**config.mk**
```make
export PLATFORM = sky130hd
export DESIGN_NAME = cr16_exec_ctrl
export DESIGN_NICKNAME = d
export VERILOG_FILES = /design/src/rtl/cr16_pkg.sv /design/src/rtl/cr16_regfile.sv /design/src/rtl/cr16_exec_ctrl.sv
export SDC_FILE = /design/constraint.sdc
export NUM_CORES = 1
export LEC_CHECK = 0
export CORE_ASPECT_RATIO = 2
export CORE_MARGIN = 2
export CORE_UTILIZATION = 45
export DETAILED_ROUTE_END_ITERATION = 8
export PLACE_DENSITY = 0.67
export SLEW_MARGIN = 15
export SYNTH_ARGS = -nofsm -noshare
export SYNTH_HDL_FRONTEND = slang
export SYNTH_HIERARCHICAL = 1
export SYNTH_SLANG_ARGS = --single-unit
```
**constraint.sdc**
```tcl
create_clock -name I_CLK -period 2.3 [get_ports I_CLK]
set_input_delay 0.345 -clock I_CLK [delete_from_list [all_inputs] [get_ports I_CLK]]
set_output_delay 0.345 -clock I_CLK [all_outputs]
set_load 0.03 [all_outputs]
```
**src/rtl/cr16_pkg.sv**
```systemverilog
// Shared definitions for the CR16 execute controller: opcode/PSR widths,
// PSR bit positions and the controller state encoding.
package cr16_pkg;

    localparam int OPCODE_W  = 4;
    localparam int REG_IDX_W = 4;
    localparam int PSR_W     = 5;

    localparam int PSR_C = 0;
    localparam int PSR_L = 1;
    localparam int PSR_F = 2;
    localparam int PSR_Z = 3;
    localparam int PSR_N = 4;

    typedef enum logic [1:0] {
        ST_IDLE = 2'b00,
        ST_EXEC = 2'b01,
        ST_WB   = 2'b10
    } state_t;

    // True when an operand index hits the register about to be written back.
    function automatic logic idx_match(input logic [REG_IDX_W-1:0] rd_idx,
                                       input logic [REG_IDX_W-1:0] wb_idx,
                                       input logic                 wb_live);
        return wb_live && (rd_idx == wb_idx);
    endfunction

endpackage

```
**src/rtl/cr16_regfile.sv**
```systemverilog
// CR16 register file: NUM_REGS x DATA_W, three combinational read ports,
// one synchronous write port, asynchronous active-low clear.
module cr16_regfile
    import cr16_pkg::*;
#(
    parameter int DATA_W   = 16,
    parameter int NUM_REGS = 16
) (
    input  logic                 i_clk,
    input  logic                 i_nreset,
    input  logic [REG_IDX_W-1:0] i_ra_addr,
    output logic [DATA_W-1:0]    o_ra_data,
    input  logic [REG_IDX_W-1:0] i_rb_addr,
    output logic [DATA_W-1:0]    o_rb_data,
    input  logic [REG_IDX_W-1:0] i_dbg_addr,
    output logic [DATA_W-1:0]    o_dbg_data,
    input  logic                 i_we,
    input  logic [REG_IDX_W-1:0] i_waddr,
    input  logic [DATA_W-1:0]    i_wdata
);

    logic [DATA_W-1:0] r_mem [NUM_REGS];

    // Storage: cleared asynchronously, written on the rising edge.
    always_ff @(posedge i_clk or negedge i_nreset) begin
        if (!i_nreset) begin
            for (int i = 0; i < NUM_REGS; i++) begin
                r_mem[i] <= '0;
            end
        end else if (i_we) begin
            r_mem[i_waddr] <= i_wdata;
        end
    end

    // Read ports: indices beyond the configured depth read as zero.
    always_comb begin
        o_ra_data  = '0;
        o_rb_data  = '0;
        o_dbg_data = '0;
        if (int'(i_ra_addr) < NUM_REGS) begin
            o_ra_data = r_mem[i_ra_addr];
        end else begin
            o_ra_data = '0;
        end
        if (int'(i_rb_addr) < NUM_REGS) begin
            o_rb_data = r_mem[i_rb_addr];
        end else begin
            o_rb_data = '0;
        end
        if (int'(i_dbg_addr) < NUM_REGS) begin
            o_dbg_data = r_mem[i_dbg_addr];
        end else begin
            o_dbg_data = '0;
        end
    end

endmodule

```
**src/rtl/cr16_exec_ctrl.sv**
```systemverilog
// CR16 execute controller: IDLE/EXEC/WB sequencing of one ALU instruction.
// Optional macro CR16_EXEC_BYPASS_EN: accept in WB with result forwarding.
module cr16_exec_ctrl
    import cr16_pkg::*;
#(
    parameter int DATA_W   = 16,
    parameter int NUM_REGS = 16
) (
    input  logic                 I_CLK,
    input  logic                 I_NRESET,
    input  logic                 I_INSTR_VALID,
    output logic                 O_INSTR_READY,
    input  logic [OPCODE_W-1:0]  I_OPCODE,
    input  logic [REG_IDX_W-1:0] I_RDEST,
    input  logic [REG_IDX_W-1:0] I_RSRC,
    input  logic                 I_IMM_SEL,
    input  logic [DATA_W-1:0]    I_IMM,
    input  logic                 I_WB_EN,
    output logic [DATA_W-1:0]    O_ALU_A,
    output logic [DATA_W-1:0]    O_ALU_B,
    output logic [OPCODE_W-1:0]  O_ALU_OPCODE,
    output logic                 O_ALU_ENABLE,
    input  logic [DATA_W-1:0]    I_ALU_C,
    input  logic [PSR_W-1:0]     I_ALU_STATUS,
    output logic                 O_WB_VALID,
    output logic [REG_IDX_W-1:0] O_WB_ADDR,
    output logic [DATA_W-1:0]    O_WB_DATA,
    output logic [PSR_W-1:0]     O_PSR,
    input  logic [REG_IDX_W-1:0] I_DBG_ADDR,
    output logic [DATA_W-1:0]    O_DBG_DATA
);

    state_t                r_state;
    state_t                w_next_state;
    logic                  r_ready;
    logic                  r_alu_en;
    logic                  r_wb_valid;
    logic [OPCODE_W-1:0]   r_opcode;
    logic [REG_IDX_W-1:0]  r_rdest;
    logic                  r_wb_en;
    logic [DATA_W-1:0]     r_alu_a;
    logic [DATA_W-1:0]     r_alu_b;
    logic [PSR_W-1:0]      r_psr;

    logic                  w_accept;
    logic                  w_rf_we;
    logic                  w_next_ready;
    logic [DATA_W-1:0]     w_rf_a;
    logic [DATA_W-1:0]     w_rf_b;
    logic [DATA_W-1:0]     w_src_a;
    logic [DATA_W-1:0]     w_src_b;
    logic [DATA_W-1:0]     w_opnd_b;

    assign w_accept = I_INSTR_VALID && r_ready;
    assign w_rf_we  = (r_state == ST_WB) && r_wb_en;

    cr16_regfile #(
        .DATA_W   (DATA_W),
        .NUM_REGS (NUM_REGS)
    ) u_regfile (
        .i_clk      (I_CLK),
        .i_nreset   (I_NRESET),
        .i_ra_addr  (I_RDEST),
        .o_ra_data  (w_rf_a),
        .i_rb_addr  (I_RSRC),
        .o_rb_data  (w_rf_b),
        .i_dbg_addr (I_DBG_ADDR),
        .o_dbg_data (O_DBG_DATA),
        .i_we       (w_rf_we),
        .i_waddr    (r_rdest),
        .i_wdata    (I_ALU_C)
    );

    // Operand selection; the bypass build forwards the result being written back.
    always_comb begin
        w_src_a = w_rf_a;
        w_src_b = w_rf_b;
`ifdef CR16_EXEC_BYPASS_EN
        if (idx_match(I_RDEST, r_rdest, w_rf_we)) begin
            w_src_a = I_ALU_C;
        end else begin
            w_src_a = w_rf_a;
        end
        if (idx_match(I_RSRC, r_rdest, w_rf_we)) begin
            w_src_b = I_ALU_C;
        end else begin
            w_src_b = w_rf_b;
        end
`endif
    end

    assign w_opnd_b = I_IMM_SEL ? I_IMM : w_src_b;

    // State register.
    always_ff @(posedge I_CLK or negedge I_NRESET) begin
        if (!I_NRESET) begin
            r_state <= ST_IDLE;
        end else begin
            r_state <= w_next_state;
        end
    end

    // Next-state logic and the ready level that the next state implies.
    always_comb begin
        w_next_state = r_state;
        w_next_ready = 1'b0;
        case (r_state)
            ST_IDLE: begin
                if (w_accept) begin
                    w_next_state = ST_EXEC;
                end else begin
                    w_next_state = ST_IDLE;
                end
            end
            ST_EXEC: begin
                w_next_state = ST_WB;
            end
            ST_WB: begin
`ifdef CR16_EXEC_BYPASS_EN
                if (w_accept) begin
                    w_next_state = ST_EXEC;
                end else begin
                    w_next_state = ST_IDLE;
                end
`else
                w_next_state = ST_IDLE;
`endif
            end
            default: begin
                w_next_state = ST_IDLE;
            end
        endcase
`ifdef CR16_EXEC_BYPASS_EN
        w_next_ready = (w_next_state == ST_IDLE) || (w_next_state == ST_WB);
`else
        w_next_ready = (w_next_state == ST_IDLE);
`endif
    end

    // Registered handshake and strobe outputs, decoded from the next state.
    always_ff @(posedge I_CLK or negedge I_NRESET) begin
        if (!I_NRESET) begin
            r_ready    <= 1'b1;
            r_alu_en   <= 1'b0;
            r_wb_valid <= 1'b0;
        end else begin
            r_ready    <= w_next_ready;
            r_alu_en   <= (w_next_state == ST_EXEC);
            r_wb_valid <= (w_next_state == ST_WB) && r_wb_en;
        end
    end

    // Instruction latch at accept; PSR capture at the edge leaving WB.
    always_ff @(posedge I_CLK or negedge I_NRESET) begin
        if (!I_NRESET) begin
            r_opcode <= '0;
            r_rdest  <= '0;
            r_wb_en  <= 1'b0;
            r_alu_a  <= '0;
            r_alu_b  <= '0;
            r_psr    <= '0;
        end else begin
            if (w_accept) begin
                r_opcode <= I_OPCODE;
                r_rdest  <= I_RDEST;
                r_wb_en  <= I_WB_EN;
                r_alu_a  <= w_src_a;
                r_alu_b  <= w_opnd_b;
            end
            if (r_state == ST_WB) begin
                r_psr <= I_ALU_STATUS;
            end
        end
    end

    assign O_INSTR_READY = r_ready;
    assign O_ALU_ENABLE  = r_alu_en;
    assign O_ALU_A       = r_alu_a;
    assign O_ALU_B       = r_alu_b;
    assign O_ALU_OPCODE  = r_opcode;
    assign O_WB_VALID    = r_wb_valid;
    assign O_WB_ADDR     = r_rdest;
    assign O_WB_DATA     = I_ALU_C;
    assign O_PSR         = r_psr;

endmodule

```
# [After elaboration in Yosys (flattened, before gate mapping)]
# Index checks and enable logic that the tools add are counted.
[op_classes] order_cmp=5 n_eq_ne=4 muxes=15 bitwise=4 reduce_logical=6
[ops] cell="bitwise mux 256 bit" count=1
[ops] cell="binary-select mux 16 bit (select 4 bit)" count=3
[ops] cell="2-to-1 mux 16 bit" count=8
[ops] cell="demux 16 bit (select 4 bit)" count=1
[ops] cell=">= comparator 5 bit (second input constant)" count=4
[ops] cell="NOT 4 -> 5 bit" count=4
[ops] cell="< comparator 5 x 1 -> 1 bit (second input constant)" count=1
[ops] cell="equality test 2 x 1 -> 1 bit (second input constant)" count=2
[ops] cell="equality test 2 bit (second input constant)" count=2
[ops] cell="logical AND 1 bit" count=4
[ops] cell="logical NOT 2 bit" count=2
[ops] cell="case mux 2 bit (2 select lines)" count=1
[ops] cell="2-to-1 mux 1 bit" count=1
[word_totals] ff_bits=307 inputBits=58

# [Longest topological paths before layout]
# Gate-level depths: netlist of run 1.
[depth] word_depth=6 ltp_mapped=8

# [By module]
# Netlist of run 1, hierarchy kept.
[by_module_without_submodules] module="cr16_regfile" instances=1 cells_per_inst=986 area_per_inst_um2=15371.0
[by_module_without_submodules] module="cr16_exec_ctrl" instances=1 cells_per_inst=167 area_per_inst_um2=2293.4

# [Worst setup path after synthesis of run 1]
# No wires, ideal clock.
[synth_path] kind="reg-to-reg" from="register r_state[0]" to="register u_regfile/r_mem[37] (netlist name)" setup_ps=125 arrival_time_ps=2062 required_ps=2175 slack_ps=114 path_stages_with_launch=8 path_buffers=2 period_less_slack_ps=2186 path_cell_list="dfrtp_1 -> nand2b_1 -> clkbuf_1 -> nor2_1 -> nand2_1 -> nor3_2 -> buf_4 -> mux2_2"
[synth_between] elab_chain_len=2
[synth_rtl] item="start: declaration" line_no="cr16_exec_ctrl.sv:33" rtl="state_t r_state;"
[synth_rtl] item="start signal: assignment" line_no="cr16_exec_ctrl.sv:99" rtl="r_state <= w_next_state;"
[synth_rtl] item="equality test 2 bit" line_no="cr16_exec_ctrl.sv:55" rtl="assign w_rf_we = (r_state == ST_WB) && r_wb_en;"
[synth_rtl] item="logical AND 1 bit" line_no="cr16_exec_ctrl.sv:55"
[synth_rtl] item="net w_rf_we" line_no="cr16_exec_ctrl.sv:46" rtl="logic w_rf_we;"
[synth_rtl] item="end signal: indexed assignment" line_no="cr16_regfile.sv:31" rtl="r_mem[i_waddr] <= i_wdata;"
[synth_rtl] item="end: declaration" line_no="cr16_regfile.sv:22" rtl="logic [DATA_W-1:0] r_mem [NUM_REGS];"
# The timed path passes the listed nets, and every way through them passes these cells.
# A chain may end at the register's enable or synchronous reset.

# [Worst setup path after layout of run 1]
[layout_path] from="register u_regfile/r_mem[71] (netlist name)" to="output O_DBG_DATA[7]"
[layout_between] elab_chain_len=3
[layout_rtl] item="binary-select mux 16 bit (select 4 bit)" line_no="cr16_regfile.sv:51" rtl="o_dbg_data = r_mem[i_dbg_addr];"
[layout_rtl] item="2-to-1 mux 16 bit (not written as such) (2 in series)" line_no="cr16_regfile.sv:51"
[layout_rtl] item="end: declaration" line_no="cr16_exec_ctrl.sv:30" rtl="output logic [DATA_W-1:0] O_DBG_DATA"
# Every way passes these cells. The select of a mux whose other input is x is not followed.

==> out/qor.csv, run 1 <==
stage,metric,value,unit
timing,Fin Hold WS,0.287,ns
setup_path,cell family with most CP delay,multiplexers,
yosys,"top cells by count, synth","dfrtp_1, mux2_2, mux4_2",
pwr,total power,25.5,mW
setup_path,max incr delay on CP,0.51,ns
setup_path,Reg2Reg Setup Slack,0.16,ns
job,max cap viols,0,
grt,vias in the first global route,13157,
floorplan,die width,144,um
clock_tree,CTS Buf Count,30,
setup_path,critical path arrival,2.03,ns
drt,drt total wl,57.5,mm
timing,setup TNS,-0.103,ns
setup_path,CP Buf/Inv Count,1,
yosys,"Cell Area, Synth",17700,um2
yosys,Synth area leader,dfrtp_1,
clock_tree,worst skew pair latency,0.58,ns
drt,post-detailed-route count of antenna-violating nets,0,
timing,fmax,0.421,GHz
clock_tree,Worst-path clk slew,0.07,ns
yosys,Synth Area in XOR/XNOR,0,%
finish,cell area after layout,21900,um2
setup_path,Worst path slowest cell,mux4_2,
yosys,mux contribution to synthesized area,44.4,%
yosys,post-synth top area share,43.3,%
pwr,peak supply drop,0.000622,V
place,DP HPWL,37.6,mm
setup_path,CP required,1.96,ns
timing,Fin Clk Skew,0.0205,ns
floorplan,total die area,41000,um2
yosys,register area share after synthesis,43.5,%
setup_path,Reg2Reg Depth,7,
timing,fin worst setup slack,-0.0728,ns
yosys,synthesized-area fraction occupied by adder cells,0,%
finish,share of cells above drive strength 1,56.6,%
clock_tree,H-tree depth,1,
drt,DRC Markers,0,
setup_path,CP endpoint kind,output port,
setup_path,worst path cell trace,"mux4_2, a22oi_2, nand2_2, buf_12",
place,GPL Wtd Cong,0.868,
yosys,"FFs w/ async S/R, synth",100,%
setup_path,kind of critical path,register to output port,
yosys,Mapped Cells,1153,
grt,gr usage total,28.9,%
timing,Setup-failing EPs final,5,
yosys,count of different cell masters after synthesis,32,
setup_path,R2R Path Start,r_state[0],
drt,initial DRC count,1051,
finish,Final #Nets,1384,
yosys,post-synthesis compound-gate area fraction,5.06,%
floorplan,Die Y,284,um
setup_path,CP Max Fanout,4,
yosys,"Primary FF master, synth",dfrtp_1,
drt,Avg WL per Cell,30.8,um
outcome,status,"finished, violations left",
timing,unrepaired setup endpoints after global routing,yes,
finish,final antenna diode count,0,
finish,P&R area growth vs syn,24.0,%
setup_path,crit path launch type,register,
clock_tree,Bufs on Longest Clock Path,3,
grt,initial antenna violation count,0,
floorplan,initial core utilization,45.7,%
yosys,top-count cell post-synth,dfrtp_1,
clock_tree,TritonCTS Sinks,307,
yosys,syn avg cell area,15.3,um2
pwr,P_leak,9.49,nW
yosys,"EDFF count, synth",0,
setup_path,reg2reg end,u_regfile/r_mem[118],
yosys,dominant combinational cell family by area after synthesis,multiplexers,
timing,minimum clock period,2.37,ns
floorplan,row cnt,102,
place,Placed Area,20500,um2
yosys,synthesized flop and latch total,307,
pwr,Pwr Density,1170,nW/um2
yosys,Synth area leaders,"dfrtp_1, mux4_2, mux2_2",
grt,largest net degree at the start of global routing,60,
timing,Slew Limit Fails,0,
timing,Tcrit/Tclk final,103,%
hold_path,HP Class,input port to asynchronous set/reset pin,
grt,grt total ovfl,0,
timing,Rel. slew slack,29.4,%
timing,slew of the pin with the lowest slew margin,1.05,ns
floorplan,core area,38700,um2
drt,Via density,6.53,
clock_tree,clk root buf,clkbuf_16,
yosys,Ys Warns,6,
floorplan,# IOs,138,
drt,Pre-antenna DRT Iters,5,
timing,final hold vios,0,
yosys,total nets after synthesis,1211,
outcome,failing checks,setup timing,
place,PortBufs,137,
yosys,Simple-Gate Fraction of Synth Area,2.85,%
grt,first-pass GRT wire length,85.5,mm
drt,via count,12213,
clock_tree,TritonCTS clock tree,done,
-- worst reg2reg max path: stages (launching register included) --
cell,delay [ns]
dfrtp_1,0.42
nand2b_1,0.19
nor2_2,0.12
buf_4,0.18
nand2_2,0.16
nor4_4,0.36
buf_6,0.25
mux2_2,0.36
-- layout by cell type, fill, tap and decap left out, types with 6 or more instances in the layout --
| cell type | n |
|---|---|
| buf_6 | 6 |
| dfrtp_1 | 305 |
| clkdlybuf4s50_1 | 102 |
| buf_12 | 60 |
| mux2_2 | 246 |
| clkinv_2 | 7 |
| mux2i_1 | 16 |
| buf_4 | 96 |
| clkbuf_8 | 11 |
| nand2_2 | 15 |
| nor2_2 | 7 |
| a22oi_2 | 29 |
| clkbuf_16 | 31 |
| nand2_1 | 35 |
| mux4_2 | 192 |
| nor3_4 | 6 |
| mux2_4 | 39 |
| a21oi_1 | 32 |
| a22oi_1 | 67 |
-- cells by family (layout without fill, tap and decap cells) --
group | count (synthesis) | after routing
mux | 493 | 493
flops | 307 | 307
compound gates | 130 | 130
buf+inv | 130 | 326
simple gates | 93 | 93
-- registers in the layout, indices dropped and copies added (netlist names) --
name	count
O_ALU_ENABLE	1
O_INSTR_READY	1
r_wb_en	1
r_state	2
O_WB_ADDR	4
O_PSR	5
O_ALU_B	16
O_WB_VALID	1
u_regfile/r_mem	256
O_ALU_OPCODE	4
O_ALU_A	16
-- worst max path at each step --
stage	endpoint	cells past startpoint	from	slack [ns]
finish	O_DBG_DATA[7]	4	u_regfile/r_mem[71]	-0.07
global route	O_DBG_DATA[7]	4	u_regfile/r_mem[71]	-0.1
CTS	O_DBG_DATA[7]	4	u_regfile/r_mem[119]	-0.07
detailed placement	O_DBG_DATA[7]	6	I_DBG_ADDR[2]	-0.07
global placement	O_DBG_DATA[7]	6	I_DBG_ADDR[2]	-0.06
floorplan	u_regfile/r_mem[37]	7	r_state[0]	0.11
-- per-stage QoR --
step	std cells	setup WS [ns]	util, %
after global placement	1797	-0.0558	53.1
after detailed placement	1797	-0.0705	53.1
after global routing	1869	-0.0958	56.6
after CTS	1864	-0.0652	56.4
after floorplan	1153	0.114	-
final	1869	-0.0728	56.6
-- routing by layer --
| layer | vias to the layer above | wire length (um) | GRT usage (%) |
|---|---|---|---|
| li1 | 4890 | - | - |
| met1 | 6515 | 20000 | 35.0 |
| met2 | 617 | 29100 | 47.5 |
| met3 | 191 | 3710 | 3.87 |
| met4 | 0 | 4710 | 19.5 |
| met5 | - | 0 | 0 |
-- report_power, final --
| group | leakage [nW] | switching, mW | internal, mW |
|---|---|---|---|
| logic | 4.95 | 4.27 | 6.12 |
| clock network | 0.512 | 2.17 | 2.92 |
| registers | 4.03 | 2.25 | 7.77 |
-- final cells by class --
| cell class | instances | area (um2) |
|---|---|---|
| tap | 520 | 651 |
| clock inverter | 9 | 73.8 |
| multi-input combinational | 716 | 9480 |
| sequential | 307 | 7680 |
| inverter | 1 | 3.75 |
| fill | 3015 | 16800 |
| timing repair buffer | 270 | 3060 |
| clock buffer | 46 | 942 |
-- timing repair --
item / CTS / global route
setup endpoints to repair: 18 / 39
resized for setup: 43 / 11
hold buffers: 1 / 0
endpoints found under the hold margin: 50 / 0
buffers inserted: 11 / 5
pin swaps: 22 / 10
gates cloned: 0 / 0
Note: power is estimated with default switching activity, not from simulation.
==> run 2: changes to the inputs <==
--- a/config.mk
+++ b/config.mk
@@ -9,5 +9,5 @@
 export CORE_MARGIN = 2
-export CORE_UTILIZATION = 45
+export CORE_UTILIZATION = 54
 export DETAILED_ROUTE_END_ITERATION = 8
-export PLACE_DENSITY = 0.67
+export PLACE_DENSITY = 0.78
 export SLEW_MARGIN = 15
--- a/constraint.sdc
+++ b/constraint.sdc
@@ -3,2 +3,2 @@
 set_output_delay 0.345 -clock I_CLK [all_outputs]
-set_load 0.03 [all_outputs]
+set_load 0.01 [all_outputs]
==> run 2 against run 1 <==
  * Combinational power shrank 9%
  * The flow still finishes with violations (setup timing)
  * Fmax grew 1.6%
  * Register-to-register slack lost 0.03 ns
  * Sequential share of layout area grew 0.42 points
==> out/qor.csv, run 2 (synthesis gave the netlist of run 1 again) <==
stage,metric,value,unit,change
outcome,status,"finished, violations left",,unchanged
outcome,failing checks,setup timing,,unchanged
clock_tree,Worst-path clk slew,0.07,ns,about the same
floorplan,Die Y,260,um,was 284 um
setup_path,Reg2Reg Depth,5,,was 7
floorplan,die width,132,um,was 144 um
pwr,Pwr Density,1130,nW/um2,was 1170 nW/um2
setup_path,CP endpoint kind,output port,,unchanged
floorplan,row cnt,93,,was 102
finish,share of cells above drive strength 1,55.0,%,was 56.6%
drt,via count,12338,,was 12.2k
floorplan,total die area,34300,um2,was 41000 um2
drt,Pre-antenna DRT Iters,5,,unchanged
setup_path,CP Max Fanout,2,,was 4
drt,WL met3,3.97,mm,was 3.71 mm
drt,Avg WL per Cell,30.0,um,was 30.8 um
timing,Setup-failing EPs final,1,,was 5
hold_path,HP Class,input port to register,,was input port to asynchronous set/reset pin
finish,Final #Nets,1405,,was 1384
finish,most frequent cells in the layout,"dfrtp_1, mux2_2, mux4_2",,unchanged
timing,minimum clock period,2.33,ns,was 2.37 ns
timing,Rel. slew slack,21.6,%,was 29.4%
finish,Multi-input gate area,9420,um2,was 9480 um2
drt,DR WL met2,27.4,mm,was 29.1 mm
drt,DRC Markers,0,,unchanged
finish,cell area after layout,21600,um2,was 21900 um2
place,Placed Area,20300,um2,was 20500 um2
timing,Slew Limit Fails,0,,unchanged
drt,initial DRC count,1131,,was 1051
timing,Tcrit/Tclk final,102,%,was 103%
setup_path,Worst path slowest cell,mux4_2,,unchanged
timing,slew of the pin with the lowest slew margin,1.17,ns,was 1.05 ns
finish,"commonest non-fill, non-tap cell in the layout",dfrtp_1,,unchanged
place,DP HPWL,35.8,mm,was 37.6 mm
clock_tree,CTS Buf Count,28,,was 30
pwr,P_leak,9.51,nW,was 9.49 nW
grt,vias in the first global route,13266,,was 13.2k
drt,post-detailed-route count of antenna-violating nets,0,,unchanged
timing,fmax,0.428,GHz,was 0.421 GHz
timing,unrepaired setup endpoints after global routing,yes,,unchanged
job,max cap viols,0,,unchanged
timing,fin worst setup slack,-0.0347,ns,was -0.0728 ns
grt,largest net degree at the start of global routing,72,,was 60
place,Place WS,-0.323,ns,was -0.0705 ns
clock_tree,TritonCTS Sinks,307,,unchanged
pwr,switch share,32.1,%,was 34.1%
place,PortBufs,137,,unchanged
pwr,peak supply drop,0.000901,V,was 0.000622 V
setup_path,max incr delay on CP,0.48,ns,was 0.51 ns
hold_path,worst hold path depth,2,,
finish,Largest Register,u_regfile/r_mem,,unchanged
floorplan,initial core utilization,54.8,%,was 45.7%
grt,gr usage total,31.8,%,was 28.9%
grt,grt total ovfl,0,,unchanged
setup_path,worst path cell trace,"mux4_2, a22oi_2, nand2_2, buf_6",,"was mux4_2, a22oi_2, nand2_2, buf_12"
drt,Via density,6.87,,was 6.53
clock_tree,Bufs on Longest Clock Path,3,,unchanged
floorplan,core area,32200,um2,was 38700 um2
setup_path,crit path launch type,register,,unchanged
timing,Fin Clk Skew,0.0208,ns,was 0.0205 ns
grt,initial antenna violation count,0,,unchanged
grt,first-pass GRT wire length,81.4,mm,was 85.5 mm
setup_path,cell family with most CP delay,multiplexers,,unchanged
setup_path,critical path arrival,1.99,ns,was 2.03 ns
timing,Fin Hold WS,0.243,ns,was 0.287 ns
setup_path,CP Buf/Inv Count,1,,unchanged
pwr,Comb pwr share,38.6,%,was 40.7%
clock_tree,H-tree depth,1,,unchanged
drt,Met1 Wirelength,17.1,mm,was 20.0 mm
pwr,internal power,16.6,mW,was 16.8 mW
finish,max reg flops,256,,unchanged
timing,final hold vios,0,,unchanged
floorplan,# IOs,138,,unchanged
clock_tree,TritonCTS clock tree,done,,unchanged
finish,FF+latch area,7690,um2,was 7680 um2
pwr,power share of the clock group,20.3,%,was 20.0%
finish,P&R area growth vs syn,22.5,%,was 24.0%
clock_tree,clk root buf,clkbuf_16,,unchanged
drt,drt total wl,53.9,mm,was 57.5 mm
setup_path,CP required,1.96,ns,about the same
drt,DR top layer,met4,,unchanged
pwr,Sequential Power Share,41.1,%,was 39.3%
finish,Fillers,2238,,was 3015
clock_tree,worst skew pair latency,0.56,ns,was 0.58 ns
setup_path,WP depth,4,,unchanged
place,GPL Wtd Cong,0.887,,was 0.868
pwr,Net Switching,7.86,mW,was 8.70 mW
setup_path,kind of critical path,register to output port,,unchanged
-- run 2: cell count changes in the layout (fill, tap and decap cells not counted), sizes merged --
cell	delta
dlygate4sd2	-1
clkinv	-1
clkinvlp	+1
clkbuf	-3
buf	+11
clkdlybuf4s50	+12
diode	+1
inv	-1
bufinv	+2
-- run 2: worst paths after layout --
path                                 startpoint              endpoint  slack [ns]
max in group asynchronous              I_NRESET         O_INSTR_READY        1.14
max reg2reg                          r_state[0]  u_regfile/r_mem[253]        0.13
max                        u_regfile/r_mem[119]         O_DBG_DATA[7]       -0.03
min reg2reg                             r_wb_en            O_WB_VALID        0.50
min                                  I_RDEST[0]          O_WB_ADDR[0]        0.24
min in group asynchronous              I_NRESET  u_regfile/r_mem[187]        0.33
-- run 2: worst register-to-register path, stage by stage (launching register included) --
cell and delay, ns:
dfrtp_1 0.41, nand2b_1 0.17, nor2_1 0.18, nand2b_1 0.17
or4_4 0.71, mux2_4 0.40
-- run 2: through the flow --
stage / power (mW) / cells / util, % / TNS [ns]
3_5_place_dp: 18.9 / 1704 / 62.9 / -7.02
2_1_floorplan: 15.5 / 1153 / - / 0
6_report: 24.5 / 1797 / 67.1 / -0.0347
3_3_place_gp: 18.4 / 1704 / 62.9 / -6.04
5_1_grt: 25.5 / 1796 / 67.1 / -0.111
4_1_cts: 24.3 / 1789 / 66.8 / -0.0200
-- run 2: area by class of cell --
cell class / count / area share, %
Sequential cell: 307 / 35.5
Tap cell: 427 / 2.47
Timing Repair Buffer: 293 / 14.0
Inverter: 1 / 0.0173
Antenna cell: 1 / 0.0116
Multi-Input combinational cell: 716 / 43.5
Clock inverter: 10 / 0.590
Clock buffer: 42 / 3.90
-- run 2: repair_timing --
item                       in CTS  in global routing
hold buffers                    1                  0
gates resized for setup        85                 14
setup buffers                  32                  7
hold endpoints to repair       56                  0
setup endpoints to repair      18                 14
pin swaps                      18                  9
-- run 2: per-layer routing --
metal | GRT usage, % | vias up
li1 | - | 4925
met1 | 34.5 | 6427
met2 | 54.3 | 730
met3 | 5.07 | 256
met4 | 27.1 | 0
met5 | 0 | -
-- run 2: power groups by stage --
| stage | Sequential, mW | Clock [mW] | Combinational, mW |
|---|---|---|---|
| 6_report | 10.1 | 4.97 | 9.45 |
| 5_1_grt | 10.3 | 5.22 | 9.99 |
| 4_1_cts | 9.95 | 5.04 | 9.27 |
| 3_5_place_dp | 10.1 | 0 | 8.74 |
| 3_3_place_gp | 9.92 | 0 | 8.49 |
| 2_1_floorplan | 9.41 | 0 | 6.12 |
==> run 3: changes to the inputs <==
SLEW_MARGIN = 25   (was 15)
clock period = 2 ns   (was 2.3 ns; I/O delays follow)
==> run 3 against run 2 <==
  * The flow still finishes with violations (setup timing)
  * Clock power rose by 14%
  * Largest power group is now combinational cells
  * Clock-buffer cell count did not move
  * Via count rose by 6.3%
  * First-iteration DRC count rose by 20%
  * Worst setup slack got worse by 0.20 ns
==> out/qor.csv, run 3 (synthesis gave the netlist of run 1 again) <==
stage,metric,value,unit,change
hold_path,HP Class,input port to asynchronous set/reset pin,,was input port to register
clock_tree,TritonCTS Sinks,307,,unchanged
timing,fmax,0.448,GHz,
pwr,P_leak,10.3,nW,was 9.51 nW
outcome,failing checks,setup timing,,unchanged
place,Place WS,-0.478,ns,was -0.323 ns
setup_path,Setup crit start,u_regfile/r_mem[101],,was u_regfile/r_mem[119]
drt,DRC Markers,0,,unchanged
floorplan,die width,132,um,unchanged
finish,FF+latch area,7690,um2,about the same
drt,via count,13116,,was 12.3k
place,PortBufs,137,,unchanged
timing,fin worst setup slack,-0.231,ns,was -0.0347 ns
setup_path,CP Max Fanout,2,,unchanged
grt,largest net degree at the start of global routing,70,,was 72
setup_path,R2R Path Start,u_regfile/r_mem[207],,was r_state[0]
timing,minimum clock period,2.23,ns,
drt,Pre-antenna DRT Iters,5,,unchanged
timing,final hold vios,0,,unchanged
clock_tree,H-tree depth,1,,unchanged
finish,Largest Register,u_regfile/r_mem,,unchanged
finish,final antenna diode count,0,,was 1
finish,Final #Nets,1542,,was 1405
drt,Avg WL per Cell,30.0,um,about the same
timing,Setup-failing EPs final,16,,was 1
pwr,Pwr Density,1320,nW/um2,was 1130 nW/um2
floorplan,Die Y,260,um,unchanged
setup_path,CP required,1.70,ns,was 1.96 ns
finish,Multi-input gate area,9520,um2,was 9420 um2
floorplan,core area,32200,um2,unchanged
setup_path,CP endpoint kind,output port,,unchanged
pwr,total power,30.3,mW,was 24.5 mW
clock_tree,clk root buf,clkbuf_16,,unchanged
timing,Rel. slew slack,34.2,%,was 21.6%
timing,Fin Clk Skew,0.0127,ns,was 0.0208 ns
finish,Fillers,2024,,was 2238
setup_path,Reg2Reg Setup Slack,0.05,ns,was 0.13 ns
floorplan,initial core utilization,54.8,%,unchanged
clock_tree,Bufs on Longest Clock Path,3,,unchanged
place,DP HPWL,36.8,mm,was 35.8 mm
finish,most frequent cells in the layout,"dfrtp_1, mux2_2, buf_4",,"was dfrtp_1, mux2_2, mux4_2"
setup_path,critical path arrival,1.93,ns,was 1.99 ns
drt,Via density,6.79,,was 6.87
timing,slew of the pin with the lowest slew margin,0.985,ns,was 1.17 ns
drt,drt total wl,57.9,mm,was 53.9 mm
finish,share of cells above drive strength 1,60.4,%,was 55.0%
clock_tree,TritonCTS clock tree,done,,unchanged
setup_path,Reg2Reg Depth,6,,was 5
floorplan,# IOs,138,,unchanged
setup_path,kind of critical path,register to output port,,unchanged
timing,Slew Limit Fails,0,,unchanged
outcome,status,"finished, violations left",,unchanged
drt,post-detailed-route count of antenna-violating nets,0,,unchanged
grt,first-pass GRT wire length,86.2,mm,was 81.4 mm
timing,Tcrit/Tclk final,112,%,
place,GPL Wtd Cong,0.880,,was 0.887
pwr,peak supply drop,0.000822,V,was 0.000901 V
drt,initial DRC count,1360,,was 1131
clock_tree,CTS Buf Count,28,,unchanged
job,max cap viols,0,,unchanged
finish,"commonest non-fill, non-tap cell in the layout",dfrtp_1,,unchanged
clock_tree,worst skew pair latency,0.57,ns,was 0.56 ns
clock_tree,Worst-path clk slew,0.07,ns,about the same
floorplan,row cnt,93,,unchanged
timing,unrepaired setup endpoints after global routing,yes,,unchanged
grt,grt total ovfl,0,,unchanged
floorplan,total die area,34300,um2,unchanged
setup_path,reg2reg end,O_ALU_A[15],,was u_regfile/r_mem[253]
grt,initial antenna violation count,0,,unchanged
finish,max reg flops,256,,unchanged
finish,P&R area growth vs syn,29.6,%,was 22.5%
grt,vias in the first global route,14329,,was 13.3k
grt,gr usage total,33.9,%,was 31.8%
setup_path,crit path launch type,register,,unchanged
-- run 3: per-stage QoR --
step / cell area, um2 / instances / utilization (%) / setup TNS (ns) / hold WS [ns]
final: 22900 / 1932 / 71.0 / -2.93 / 0.193
after global routing: 22900 / 1932 / 71.0 / -3.45 / 0.221
after CTS: 22600 / 1917 / 70.2 / -2.93 / 0.197
after detailed placement: 21100 / 1802 / 65.4 / -12.26 / 0.197
after global placement: 21100 / 1802 / 65.4 / -11.88 / 0.195
after floorplan: 17700 / 1153 / - / -2.13 / 0.00441
-- run 3: routing by layer --
metal  part of all wire [%]  GRT usage (%)  vias up
met5                      0              0        -
met4                    9.4           27.7        0
met3                    8.3           5.44      278
met2                     51           58.6      885
met1                     31           36.4     6763
li1                       -              -     5190
-- run 3: critical path, cell delays in order, from the launching register on --
cell	delay (ns)
dfrtp_1	0.40
mux4_2	0.48
a22oi_2	0.21
nand2_2	0.13
buf_6	0.14
-- run 3: power breakdown --
part	internal, mW	switching (mW)	total [mW]
registers	8.93	2.04	11.0
clock network	3.21	2.48	5.68
logic	8.45	5.16	13.6
-- run 3: how the worst max path moves through the flow --
| stage | cells past startpoint | to |
|---|---|---|
| 2_1_floorplan | 8 | u_regfile/r_mem[245] |
| 3_3_place_gp | 6 | O_DBG_DATA[3] |
| 3_5_place_dp | 6 | O_DBG_DATA[3] |
| 4_1_cts | 4 | O_DBG_DATA[3] |
| 5_1_grt | 4 | O_DBG_DATA[5] |
| 6_report | 4 | O_DBG_DATA[5] |
-- run 3: repair_timing --
action	in CTS	in global routing
pin swaps	34	16
gates resized for setup	106	24
hold buffers	1	0
endpoints found under the setup margin	19	44
cloned	0	2
hold endpoints to repair	250	0
buffers inserted	63	14
-- run 3: area by class of cell --
type	instances	share of cell area (%)
sequential	307	33.6
multi-input combinational	716	41.6
clock buffer	42	3.73
inverter	1	0.0164
tap	427	2.33
timing repair buffer	430	18.3
clock inverter	9	0.448
